<file path="src/rtl/vga_pkg.sv">
// Shared VGA timing definitions: default 640x480@60 constants, coordinate type and
// the horizontal phase decode used by the timing generator.
package vga_pkg;

    localparam int unsigned COORD_W = 10;

    typedef logic [COORD_W-1:0] coord_t;

    // Default 640x480@60 timing, in pixels / lines.
    localparam int unsigned H_VIS_DEF  = 640;
    localparam int unsigned H_FP_DEF   = 16;
    localparam int unsigned H_SYNC_DEF = 96;
    localparam int unsigned H_BP_DEF   = 48;
    localparam int unsigned V_VIS_DEF  = 480;
    localparam int unsigned V_FP_DEF   = 10;
    localparam int unsigned V_SYNC_DEF = 2;
    localparam int unsigned V_BP_DEF   = 33;

    localparam int unsigned H_TOTAL_DEF = H_VIS_DEF + H_FP_DEF + H_SYNC_DEF + H_BP_DEF;
    localparam int unsigned V_TOTAL_DEF = V_VIS_DEF + V_FP_DEF + V_SYNC_DEF + V_BP_DEF;

    typedef enum logic [1:0] {
        PhVis,
        PhFront,
        PhSync,
        PhBack
    } h_phase_e;

    // Classify a horizontal position given the start of each non-visible phase.
    function automatic h_phase_e h_phase(input coord_t h, input coord_t fp_start,
                                         input coord_t sync_start, input coord_t bp_start);
        h_phase_e ph;
        if (h < fp_start) begin
            ph = PhVis;
        end else if (h < sync_start) begin
            ph = PhFront;
        end else if (h < bp_start) begin
            ph = PhSync;
        end else begin
            ph = PhBack;
        end
        return ph;
    endfunction

endpackage

</file>
<file path="src/rtl/pix_tick_gen.sv">
// Pixel-rate strobe: divides clk by CLK_DIV and emits a one-clk pix_en pulse.
module pix_tick_gen #(
    parameter int unsigned CLK_DIV = 2
) (
    input  logic clk,
    input  logic rst,
    output logic pix_en
);

    localparam int unsigned DivW = (CLK_DIV > 1) ? $clog2(CLK_DIV) : 1;
    localparam logic [DivW-1:0] DivLast = DivW'(CLK_DIV - 1);

    logic [DivW-1:0] div_q, div_d;
    logic            pix_en_q, pix_en_d;

    // Divider wraps at its terminal count; the strobe is registered off that count so it
    // stays low through reset even when CLK_DIV is 1.
    always_comb begin
        div_d    = div_q + 1'b1;
        pix_en_d = 1'b0;
        if (div_q == DivLast) begin
            div_d    = '0;
            pix_en_d = 1'b1;
        end
    end

    // Divider and strobe registers.
    always_ff @(posedge clk or negedge rst) begin
        if (!rst) begin
            div_q    <= '0;
            pix_en_q <= 1'b0;
        end else begin
            div_q    <= div_d;
            pix_en_q <= pix_en_d;
        end
    end

    assign pix_en = pix_en_q;

endmodule

</file>
<file path="src/rtl/vga_timing_gen.sv">
// Raster timing generator: pixel strobe, h/v counters and registered, mutually aligned
// coordinate, blanking, line/frame pulse and sync outputs.
module vga_timing_gen
    import vga_pkg::*;
#(
    parameter int unsigned CLK_DIV  = 2,
    parameter int unsigned H_VIS    = H_VIS_DEF,
    parameter int unsigned H_FP     = H_FP_DEF,
    parameter int unsigned H_SYNC   = H_SYNC_DEF,
    parameter int unsigned H_BP     = H_BP_DEF,
    parameter int unsigned V_VIS    = V_VIS_DEF,
    parameter int unsigned V_FP     = V_FP_DEF,
    parameter int unsigned V_SYNC   = V_SYNC_DEF,
    parameter int unsigned V_BP     = V_BP_DEF,
    parameter bit          SYNC_POL = 1'b0
) (
    input  logic   clk,
    input  logic   rst,
    output logic   pix_en,
    output coord_t x,
    output coord_t y,
    output logic   valid,
    output logic   newline,
    output logic   newframe,
    output logic   hsync,
    output logic   vsync
);

    localparam int unsigned H_TOTAL = H_VIS + H_FP + H_SYNC + H_BP;
    localparam int unsigned V_TOTAL = V_VIS + V_FP + V_SYNC + V_BP;

    localparam coord_t HLast      = coord_t'(H_TOTAL - 1);
    localparam coord_t VLast      = coord_t'(V_TOTAL - 1);
    localparam coord_t HFpStart   = coord_t'(H_VIS);
    localparam coord_t HSyncStart = coord_t'(H_VIS + H_FP);
    localparam coord_t HBpStart   = coord_t'(H_VIS + H_FP + H_SYNC);
    localparam coord_t VVisEnd    = coord_t'(V_VIS);
    localparam coord_t VSyncStart = coord_t'(V_VIS + V_FP);
    localparam coord_t VSyncEnd   = coord_t'(V_VIS + V_FP + V_SYNC);

    logic     pix_en_w;
    coord_t   h_q, h_d;
    coord_t   v_q, v_d;
    coord_t   x_q, y_q;
    logic     valid_q, valid_d;
    logic     newline_q, newline_d;
    logic     newframe_q, newframe_d;
    logic     hsync_q, hsync_d;
    logic     vsync_q, vsync_d;
    h_phase_e phase_d;

    pix_tick_gen #(
        .CLK_DIV(CLK_DIV)
    ) u_pix_tick_gen (
        .clk   (clk),
        .rst   (rst),
        .pix_en(pix_en_w)
    );

    // Counter advance. h/v reset to their last values so the first strobe lands on (0,0).
    always_comb begin
        h_d = h_q;
        v_d = v_q;
        if (pix_en_w) begin
            if (h_q == HLast) begin
                h_d = '0;
                v_d = (v_q == VLast) ? '0 : v_q + coord_t'(1);
            end else begin
                h_d = h_q + coord_t'(1);
            end
        end
    end

    // Decode everything from the new counter values so it registers alongside them.
    always_comb begin
        phase_d    = h_phase(h_d, HFpStart, HSyncStart, HBpStart);
        valid_d    = (phase_d == PhVis) && (v_d < VVisEnd);
        hsync_d    = (phase_d == PhSync) ? SYNC_POL : ~SYNC_POL;
        vsync_d    = ((v_d >= VSyncStart) && (v_d < VSyncEnd)) ? SYNC_POL : ~SYNC_POL;
        // Pulses qualify on the strobe itself so they stay one clk wide at any divide ratio.
        newline_d  = pix_en_w && (h_d == '0);
        newframe_d = pix_en_w && (h_d == '0) && (v_d == '0);
    end

    // Counter and output registers; pulses are refreshed every clk, the rest per strobe.
    always_ff @(posedge clk or negedge rst) begin
        if (!rst) begin
            h_q        <= HLast;
            v_q        <= VLast;
            x_q        <= '0;
            y_q        <= '0;
            valid_q    <= 1'b0;
            newline_q  <= 1'b0;
            newframe_q <= 1'b0;
            hsync_q    <= ~SYNC_POL;
            vsync_q    <= ~SYNC_POL;
        end else begin
            h_q        <= h_d;
            v_q        <= v_d;
            newline_q  <= newline_d;
            newframe_q <= newframe_d;
            if (pix_en_w) begin
                x_q     <= h_d;
                y_q     <= v_d;
                valid_q <= valid_d;
                hsync_q <= hsync_d;
                vsync_q <= vsync_d;
            end
        end
    end

    assign pix_en   = pix_en_w;
    assign x        = x_q;
    assign y        = y_q;
    assign valid    = valid_q;
    assign newline  = newline_q;
    assign newframe = newframe_q;
    assign hsync    = hsync_q;
    assign vsync    = vsync_q;

endmodule

</file>
<file path="config.mk">
export PLATFORM = sky130hd
export DESIGN_NAME = vga_timing_gen
export DESIGN_NICKNAME = d
export VERILOG_FILES = /design/src/rtl/vga_pkg.sv /design/src/rtl/pix_tick_gen.sv /design/src/rtl/vga_timing_gen.sv
export SDC_FILE = /design/constraint.sdc
export NUM_CORES = 1
export LEC_CHECK = 0
export BUFFER_PORTS_ARGS = -buffer_cell sky130_fd_sc_hd__buf_2
export CORE_MARGIN = 3
export CORE_UTILIZATION = 35
export CTS_CLUSTER_SIZE = 8
export DETAILED_ROUTE_END_ITERATION = 10
export GPL_ROUTABILITY_DRIVEN = 0
export GPL_TIMING_DRIVEN = 0
export MAX_ROUTING_LAYER = met4
export PLACE_DENSITY = 0.6
export SLEW_MARGIN = 0
export SYNTH_ARGS = -nofsm -noshare
export SYNTH_HDL_FRONTEND = slang
export SYNTH_SLANG_ARGS = --single-unit
export TNS_END_PERCENT = 100
</file>
<file path="constraint.sdc">
create_clock -name clk -period 6.6 [get_ports clk]
set_input_delay 0.66 -clock clk [delete_from_list [all_inputs] [get_ports clk]]
set_output_delay 0.66 -clock clk [all_outputs]
set_load 0.05 [all_outputs]
</file>
==> flow_summary.yaml <==
timing:
  worstMarginPinSlew_ps: 1030
  rsz0062_at_grt: "false"
  min_period_ps: 2570
  max_freq_mhz: 389
  setup_violations: 0
  final_hold_viol_count: 0
  finClkSkew_ps: 8.01
  maxSlewHeadroom_pct: 31.0
  timing.final.crit_share_pct: 39.0
  slew_viol_final: 0
  tns_ps: 0
setup_path:
  cp-startpoint: "h_q[0]$_DFF_PN1_"
  arrival_ps: 2820
  cp_slowest_stage_delay_ps: 610
  timing.critical_path.buf_inv: 2
  r2r_setup_slack_ps: 4030
  r2r_end: "newframe$_DFF_PN0_"
  critPathRequiredTime_ps: 6850
  crit_family: "simple AND/OR/NAND/NOR gates"
  r2r_cells: 9
  crit_chain: "ha_1 > buf_2 > and4_4 > and3_1 > buf_2 > a21oi_1 > nor4_1 > and4b_1 > and4_1"
  cp.depth: 9
  cp-endpoint: "newframe$_DFF_PN0_"
  crit_top_cell: "buf_2"
  endpoint_kind: "register"
  crit_type: "reg -> reg"
  crit_fanout: 9
  slowest_stage: "dfstp_2"
  rr_startpoint: "h_q[0]$_DFF_PN1_"
  crit_path_start_kind: "register"
die:
  chipWidth_um: 90.7
  row_count: 30
  io_pins: 28
  dieArea_mm2: 0.00822
  start_util_pct: 36.5
  die_height_um: 90.7
  coreArea_mm2: 0.00687
layout:
  layoutNonFillerInstCount: 391
  layout-drive-gt1-share_pct: 25.8
  post-route-util_pct: 41.5
  final_cell_mix: "buf_2 (35), dfrtp_1 (35), nor2_1 (29)"
  fillCellCount: 668
  nets: 299
  diodes: 0
  fin_area_mm2: 0.00285
  syn_to_final_growth_pct: 13.7
routing:
  wire_per_inst_um: 15.1
  routed_wirelength_um: 5920
  viasPerCell: 5.15
  postRouteAntennaNets: 0
  drtIter0Drc: 133
  vias: 2015
  drc_errors: 0
  dr.pass1.iters: 5
pwr:
  pwr_density_cell_mw_per_mm2: 165
  finalPower_mw: 0.471
  max-vdd-ir-drop_mv: 0.0952
  power_leakage_nw: 1.26
global_routing:
  grt_start_max_net_pins: 48
  antenna_found_initial: 0
  overflow: 0
  grt_use_total_pct: 15.4
  grt_pass1_wl_um: 10000
  grt_pass1_vias: 1966
min_path:
  hp-class: "reg -> reg"
  min-delay-start: "u_pix_tick_gen.div_q$_DFF_PN0_"
job:
  drv_cap: 0
status:
  status: "completed"
placed_design:
  dp_cells: 383
  portBuffers: 27
  dp_hpwl_um: 4160
  place_area_mm2: 0.00277
synthesis:
  asyncSetResetFlopFracSynth_pct: 100
  syn_area_mm2: 0.00251
  seq_area_frac_synth_pct: 47.5
  yosysUniqueCellTypes: 53
  yosys_register_bits: 47
  ys_warn_count: 0
  synth_ff_type: "dfrtp_1"
  syn_inst: 260
  synth_edf_count: 0
  syn_nets: 265
  post_synth.cell_area_avg_um2: 9.65
clocking:
  cts_setup_buffers: 0
  cts_buffers: 5
  cts_root_buf: "clkbuf_8"
  clk_pin_slew_ps: 90
  cts_tree: "yes"
  cts_hold_buf: 0
  clock_latency_ps: 300
  post_cts_resized: 0
  clk_path_buf_depth: 2
  cts_num_sinks: 47
  h-tree-depth: 2
## kinds of logic after synthesis
family / count (synthesis) / share of synthesized area, %
AND/OR/NAND/NOR: 105 / 23.8
AO/OA/AOI/OAI: 52 / 13.6
buffers and inverters: 32 / 6.23
XOR/XNOR: 19 / 6.63
adder cells (fa/ha/maj): 3 / 1.50
flip-flops: 47 / 47.5
multiplexers: 2 / 0.847
## registers in the layout, indices dropped and copies added, names as in the netlist
signal	flops
newline	1
vsync	1
valid	1
h_q	10
newframe	1
v_q	10
hsync	1
u_pix_tick_gen.div_q	1
u_pix_tick_gen.pix_en	1
y	10
x	10
## Yosys cell counts, types with 3 or more instances
library cell | count | area [um^2]
o31ai_1 | 5 | 37.5
xor2_1 | 6 | 52.6
nor3_1 | 6 | 30.0
dfstp_2 | 12 | 315
inv_1 | 12 | 45.0
a31oi_1 | 7 | 43.8
buf_2 | 8 | 40.0
o21ai_0 | 11 | 55.1
or2_2 | 4 | 25.0
xnor2_1 | 13 | 114
clkbuf_1 | 5 | 18.8
dfrtp_1 | 35 | 876
nand3_1 | 12 | 60.1
nor2_1 | 29 | 109
o21a_1 | 3 | 22.5
a21oi_1 | 15 | 75.1
nand2_1 | 23 | 86.3
and4_1 | 3 | 26.3
nand4_1 | 6 | 37.5
ha_1 | 3 | 37.5
or3_1 | 3 | 18.8
buf_4 | 3 | 22.5
## power breakdown
group          leakage [nW]  switching, mW  internal (mW)
Clock                0.0402          0.103         0.0739
Combinational         0.627        0.00535       0.000215
Sequential            0.594              0          0.288
## area by class of cell
cell class | instances | area [um^2] | share of cell area (%)
Buffer | 19 | 108 | 3.77
Clock buffer | 5 | 68.8 | 2.41
Clock inverter | 3 | 20.0 | 0.701
Inverter | 13 | 48.8 | 1.71
Multi-Input combinational cell | 181 | 1160 | 40.7
Sequential cell | 47 | 1190 | 41.7
Tap cell | 96 | 120 | 4.21
Timing Repair Buffer | 27 | 135 | 4.73
## stage by stage
step	hold slack, ps	worst slack (ps)
detailed placement	366	4070
global placement	361	4090
global route	410	3860
CTS	390	4050
floorplan	354	4350
finish	385	4030
## per-layer routing
layer | GRT usage (%) | routed length (um) | part of all wire (%) | vias to the layer above
li1 | - | - | - | 982
met1 | 22.9 | 3090 | 52 | 965
met2 | 21.2 | 2490 | 42 | 64
met3 | 2.42 | 283 | 4.8 | 4
met4 | 5.48 | 61 | 1.0 | 0
met5 | - | 0 | 0 | -
## worst min-delay path by stage
stage / to / depth (start not counted)
floorplan: u_pix_tick_gen.pix_en$_DFF_PN0_ / 0
global placement: u_pix_tick_gen.pix_en$_DFF_PN0_ / 0
detailed placement: u_pix_tick_gen.pix_en$_DFF_PN0_ / 0
CTS: u_pix_tick_gen.pix_en$_DFF_PN0_ / 0
global route: u_pix_tick_gen.pix_en$_DFF_PN0_ / 0
finish: u_pix_tick_gen.pix_en$_DFF_PN0_ / 0
Note: power is estimated with default switching activity, not from simulation.
